### config.mk
export PLATFORM = sky130hd
export DESIGN_NAME = ftf_decoder_25
export DESIGN_NICKNAME = d
export VERILOG_FILES = /design/src/rtl/ftf_decoder_25.sv
export SDC_FILE = /design/constraint.sdc
export NUM_CORES = 1
export LEC_CHECK = 0
export ABC_AREA = 1
export BUFFER_PORTS_ARGS = -buffer_cell sky130_fd_sc_hd__buf_2
export CAP_MARGIN = 20
export CORE_ASPECT_RATIO = 0.8
export CORE_MARGIN = 2
export CORE_UTILIZATION = 60
export CTS_BUF_LIST = sky130_fd_sc_hd__clkbuf_2 sky130_fd_sc_hd__clkbuf_4 sky130_fd_sc_hd__clkbuf_8
export CTS_CLUSTER_SIZE = 16
export DETAILED_ROUTE_END_ITERATION = 12
export PLACE_DENSITY = 0.78
export SLEW_MARGIN = 20
export SYNTH_ARGS = -nofsm -noshare
export SYNTH_HDL_FRONTEND = slang
export SYNTH_SLANG_ARGS = --single-unit
### constraint.sdc
create_clock -name clock -period 10.29 [get_ports clock]
set_clock_uncertainty 0.05 [all_clocks]
set_input_delay 0.5145 -clock clock [delete_from_list [all_inputs] [get_ports clock]]
set_output_delay 0.5145 -clock clock [all_outputs]
set_load 0.02 [all_outputs]
### src/rtl/ftf_decoder_25.sv
// ftf_decoder_25
// Receive side of the 25-wire forbidden-transition-free bus. A captured
// codeword is turned back into the data word it encodes, by adding the
// Fibonacci weights of its set bits, BITS_PER_CYCLE bits per clock.
//
// Weights: bit 0 -> 1, bit i (1..24) -> F(i+1), where F(1) = F(2) = 1.
// Legal codewords sum to at most F(26)-1 = 121392, so the result needs
// FBLEN25 = 17 bits. Codewords that are not legal are not flagged; their
// sum simply wraps modulo 2^17.
//
// Ports
//   clock      in   single clock, posedge
//   reset      in   asynchronous, active-high
//   code_in    in   [24:0] codeword, bit 24 carries the largest weight
//   in_valid   in   code_in valid
//   in_ready   out  registered, decoder can take a codeword
//   data_out   out  [FBLEN25-1:0] decoded word, meaningful while out_valid
//   out_valid  out  data_out valid
//   out_ready  in   consumer takes data_out
//
// state | meaning
// IDLE  | waiting for a codeword, in_ready high once out of reset
// ACCUM | adding one group of latched bits per clock
// DONE  | result presented, held until out_ready

module ftf_decoder_25 #(
   parameter  int BITS_PER_CYCLE = 5,
   localparam int FBLEN25        = 17
) (
   input  logic               clock,
   input  logic               reset,
   input  logic [24:0]        code_in,
   input  logic               in_valid,
   output logic               in_ready,
   output logic [FBLEN25-1:0] data_out,
   output logic               out_valid,
   input  logic               out_ready
);

   localparam int         N_GROUPS = 25 / BITS_PER_CYCLE;
   localparam logic [4:0] LAST_IDX = 5'(N_GROUPS - 1);
   localparam logic [4:0] BPC5     = 5'(BITS_PER_CYCLE);

   function automatic logic [24:0][FBLEN25-1:0] build_weights();
      logic [24:0][FBLEN25-1:0] w;
      logic [FBLEN25-1:0]       f_prev;
      logic [FBLEN25-1:0]       f_cur;
      logic [FBLEN25-1:0]       f_next;
      w      = '0;
      w[0]   = FBLEN25'(1);
      f_prev = FBLEN25'(1);
      f_cur  = FBLEN25'(1);
      for (int i = 1; i < 25; i++) begin
         w[i]   = f_cur;
         f_next = f_prev + f_cur;
         f_prev = f_cur;
         f_cur  = f_next;
      end
      return w;
   endfunction

   localparam logic [24:0][FBLEN25-1:0] WEIGHTS = build_weights();

   typedef enum logic [1:0] {
      IDLE  = 2'd0,
      ACCUM = 2'd1,
      DONE  = 2'd2
   } state_t;

   state_t             state;
   logic [24:0]        code_q;
   logic [FBLEN25-1:0] acc;
   logic [4:0]         idx;
   logic [FBLEN25-1:0] group_sum;
   logic [FBLEN25-1:0] acc_next;
   logic [4:0]         bit_idx;

   // Weighted sum of the current group; the weight table is a constant ROM
   // selected by the group index.
   always_comb begin
      group_sum = '0;
      bit_idx   = '0;
      for (int j = 0; j < BITS_PER_CYCLE; j++) begin
         bit_idx = idx * BPC5 + 5'(j);
         if (code_q[bit_idx]) begin
            group_sum = group_sum + WEIGHTS[bit_idx];
         end
      end
   end

   assign acc_next = acc + group_sum;

   always_ff @(posedge clock or posedge reset) begin
      if (reset) begin
         state     <= IDLE;
         in_ready  <= 1'b0;
         out_valid <= 1'b0;
         data_out  <= '0;
         acc       <= '0;
         idx       <= '0;
         code_q    <= '0;
      end else begin
         case (state)
            IDLE: begin
               if (in_ready && in_valid) begin
                  code_q   <= code_in;
                  acc      <= '0;
                  idx      <= '0;
                  in_ready <= 1'b0;
                  state    <= ACCUM;
               end else begin
                  // first edge after reset release raises in_ready
                  in_ready <= 1'b1;
               end
            end
            ACCUM: begin
               acc <= acc_next;
               idx <= idx + 5'd1;
               if (idx == LAST_IDX) begin
                  data_out  <= acc_next;
                  out_valid <= 1'b1;
                  state     <= DONE;
               end
            end
            DONE: begin
               if (out_ready) begin
                  out_valid <= 1'b0;
                  in_ready  <= 1'b1;
                  state     <= IDLE;
               end
            end
            default: begin
               state     <= IDLE;
               in_ready  <= 1'b0;
               out_valid <= 1'b0;
            end
         endcase
      end
   end

endmodule

==> results_tabular.tex <==
\begin{tabular}{lr}
\hline
Metric & Value \\
\hline
\multicolumn{2}{l}{\textbf{Setup path}} \\
Top delay family on crit path & compound AO/OA/AOI/OAI gates \\
Largest stage delay on the critical path & 0.49 ns \\
Critical path's slowest cell & dfrtp\_2 \\
Critical path's most frequent cell & nand2\_1 \\
Number of buffers and inverters on the critical path & 5 \\
Arrival time reported for the critical path endpoint & 9.78 ns \\
WS Path Type & reg2reg \\
Type of element launching the critical path & flip-flop \\
Worst Path Max Fanout & 21 \\
Type of destination of the critical path & flip-flop \\
Required time reported for the critical path endpoint & 10.48 ns \\
\multicolumn{2}{l}{\textbf{Route}} \\
Count of nets left with antenna violations after detail routing & 0 \\
Vias per Instance & 5.932 \\
Total wire length & 34110 um \\
Wire per inst & 17.79 um \\
Initial detailed-routing violation count & 1194 \\
First drt pass iteration count & 5 \\
Total vias in the final route & 11372 \\
Total DRC errors in the routed layout & 0 \\
\multicolumn{2}{l}{\textbf{Timing}} \\
Aggregate negative setup slack & 0 ns \\
Post-layout minimum cycle time & 9.597 ns \\
Hold violation count in the final report & 0 \\
Final period utilization & 0.9326 \\
Min Hold Slack & 0.3063 ns \\
Setup-failing EPs final & 0 \\
Measured slew at the worst slew-check pin & 0.8575 ns \\
Relative slew slack & 0.4284 \\
Max Clock Freq & 104.2 MHz \\
Total count of max-transition violations in the final report & 0 \\
\multicolumn{2}{l}{\textbf{Clock network}} \\
CTS Root Buffer Type & clkbuf\_8 \\
Max clock buf depth & 2 \\
Clock insertion delay at the later pin of the skew report & 0.36 ns \\
Post-cts hold buffer count & 0 \\
TritonCTS clock tree & done \\
CTS H-tree depth & 3 \\
Count of clock tree sinks & 68 \\
Inserted Clock Buffers & 9 \\
Post-CTS clock slew at the launch and capture registers of the worst setup and hold paths & 0.09 ns \\
\multicolumn{2}{l}{\textbf{Place}} \\
Number of placed cells counting well taps & 1895 \\
Last weighted congestion value of the routability-driven placer & 1.063 \\
Instance area at placement & 10770 um\^{}2 \\
Port Buffers & 47 \\
HPWL after DPL & 27300 um \\
\multicolumn{2}{l}{\textbf{Yosys}} \\
Mapped Avg Cell Area & 6.283 um\^{}2 \\
Post-synth top area share & 0.1635 \\
Leading area contributor after synthesis & dfrtp\_1 \\
Gate count after technology mapping & 1656 \\
Synthesized area & 10400 um\^{}2 \\
Most used flip-flop cell after synthesis & dfrtp\_1 \\
Net count after synthesis & 1793 \\
Fraction of the yosys area taken by sequential cells & 0.1635 \\
Number of warnings reported in the yosys synthesis log & 0 \\
Leading cell types by total area after synthesis & dfrtp\_1 16\%, nand2\_1 16\%, ha\_1 12\% \\
Synth unique cells & 66 \\
Number of enable-type register cells in the synthesized netlist & 0 \\
Async set-reset flop share out of synthesis & 1.000 \\
Number of flip-flops and latches in the synthesized netlist & 68 \\
\multicolumn{2}{l}{\textbf{Die}} \\
IO Pins & 48 \\
Die area & 18420 um\^{}2 \\
Area of the placeable core & 17160 um\^{}2 \\
Cell row count & 43 \\
Height of the chip & 121.8 um \\
Die boundary width & 151.2 um \\
Initial Util & 0.6063 \\
\multicolumn{2}{l}{\textbf{Finish}} \\
Area growth, synth to finish & 6.650\% \\
Number of fillers in the final layout & 1651 \\
Final cell count without fillers & 1917 \\
Final standard cell area without fillers & 11100 um\^{}2 \\
Share of post-route cells with drive strength above 1 & 0.1300 \\
Final Net Count & 1824 \\
Diode insertion count for antenna repair & 0 \\
\multicolumn{2}{l}{\textbf{GRT}} \\
Total grt overflow & 0 \\
Total global-route track usage & 0.3708 \\
Via count of the first global-routing pass & 10361 \\
Wire length of the first global-routing pass & 53120 um \\
Maximum number of pins on one net before global-route repair & 69 \\
Antenna violations before repair & 0 \\
\multicolumn{2}{l}{\textbf{Outcome}} \\
Result of the run & finished clean \\
\multicolumn{2}{l}{\textbf{Run}} \\
Max capacitance violation total & 0 \\
\multicolumn{2}{l}{\textbf{Min path}} \\
Class of the tightest hold or removal check & in2reg \\
\hline
\end{tabular}
## metal layers
layer,share of wire,global-route usage,up-vias,routed length [um]
met5,0,0,-,0
met4,0.030,0.1127,0,1033
met3,0.11,0.09101,72,3694
met2,0.42,0.5537,545,14300
met1,0.44,0.5282,5217,15080
li1,-,-,5538,-
## worst register-to-register path, delay by kind of cell (launching register included)
family,cells,cell delay [ns]
DFF,1,0.49
buffers and inverters,5,0.74
AOI/OAI and AO/OA,14,2.76
xor gates and xnor gates,4,0.85
and+or+nand+nor,21,2.07
adders and majority gates,7,2.50
## cell type report
type,instances,area (um^2),area share
Inverter,210,798.3,0.07194
Sequential cell,68,1704,0.1536
Clock inverter,6,71.32,0.006427
Clock buffer,10,131.4,0.01184
Multi-Input combinational cell,1322,7650,0.6894
Timing Repair Buffer,76,460.4,0.04149
Tap cell,225,281.5,0.02537
## cell usage in the layout, fill, tap and decap left out, types with 4 or more instances in the layout
cell / n
mux2i_1: 4
nand3_1: 111
clkinv_1: 5
a21o_1: 4
xnor2_1: 24
nand4_1: 4
o22ai_1: 7
buf_4: 27
inv_1: 190
dfrtp_1: 66
nand2_1: 439
nand3_2: 26
nand2_2: 43
clkinvlp_4: 4
nor2_1: 128
o211ai_1: 4
o21ai_1: 16
fa_1: 5
buf_2: 47
o31ai_1: 7
nor3_1: 19
o21ai_0: 137
a22oi_1: 7
a211oi_1: 11
a21oi_1: 101
inv_2: 12
xor2_1: 25
nand3b_1: 6
nor2_2: 8
a31oi_1: 10
ha_1: 101
nor4_1: 4
clkbuf_8: 9
a32oi_1: 4
o21bai_1: 7
nand2_4: 9
## cell usage after synthesis, types with 8 or more instances
cell / n
dfrtp_1: 68
nand2_1: 440
nand2_2: 45
nor2_1: 128
clkbuf_1: 25
o21ai_0: 147
inv_1: 192
a211oi_1: 12
nand3_2: 26
inv_2: 11
ha_1: 103
a31oi_1: 11
xor2_1: 25
nand3_1: 111
nor2_2: 8
buf_6: 9
xnor2_1: 24
a21oi_1: 103
nor3_1: 20
buf_2: 8
o22ai_1: 8
buf_4: 12
## registers in the layout (all words and copies together) (netlist names)
register	cells
out_valid	1
data_out	17
code_q	25
state	2
idx	5
acc	17
in_ready	1
## repair_timing
action | in CTS | in global routing
endpoints found under the setup margin | 0 | 2
setup buffers | 0 | 5
resized for setup | 0 | 29
## logic make-up after synthesis
group	synth area share
compound gates	0.1932
xor+xnor	0.04714
fa+ha+maj	0.1335
buf+inv	0.1087
flops	0.1635
mux	0.003848
simple gates	0.3500
## stage by stage
stage            util  setup WS [ns]
6_report       0.6466         0.6931
5_1_grt        0.6466       -0.01568
4_1_cts        0.6392         0.2997
3_5_place_dp   0.6274         0.3768
3_3_place_gp   0.6274         0.7087
2_1_floorplan       -          1.507
## final timing paths
kind	start	endpoint	slack (ns)	cells past startpoint
max	idx[2]$_DFFE_PP0P_	data_out[16]$_DFFE_PP0P_	0.69	51
min	code_in[2]	code_q[2]$_DFFE_PP0P_	0.31	3
max reg2reg	idx[2]$_DFFE_PP0P_	data_out[16]$_DFFE_PP0P_	0.69	51
min reg2reg	data_out[12]$_DFFE_PP0P_	data_out[12]$_DFFE_PP0P_	0.44	2
max in group asynchronous	reset	idx[2]$_DFFE_PP0P_	9.26	3
min in group asynchronous	reset	code_q[7]$_DFFE_PP0P_	0.35	3
Power is not shown: default switching activity piles up to over one toggle a cycle in this logic, so the estimate is an artifact.
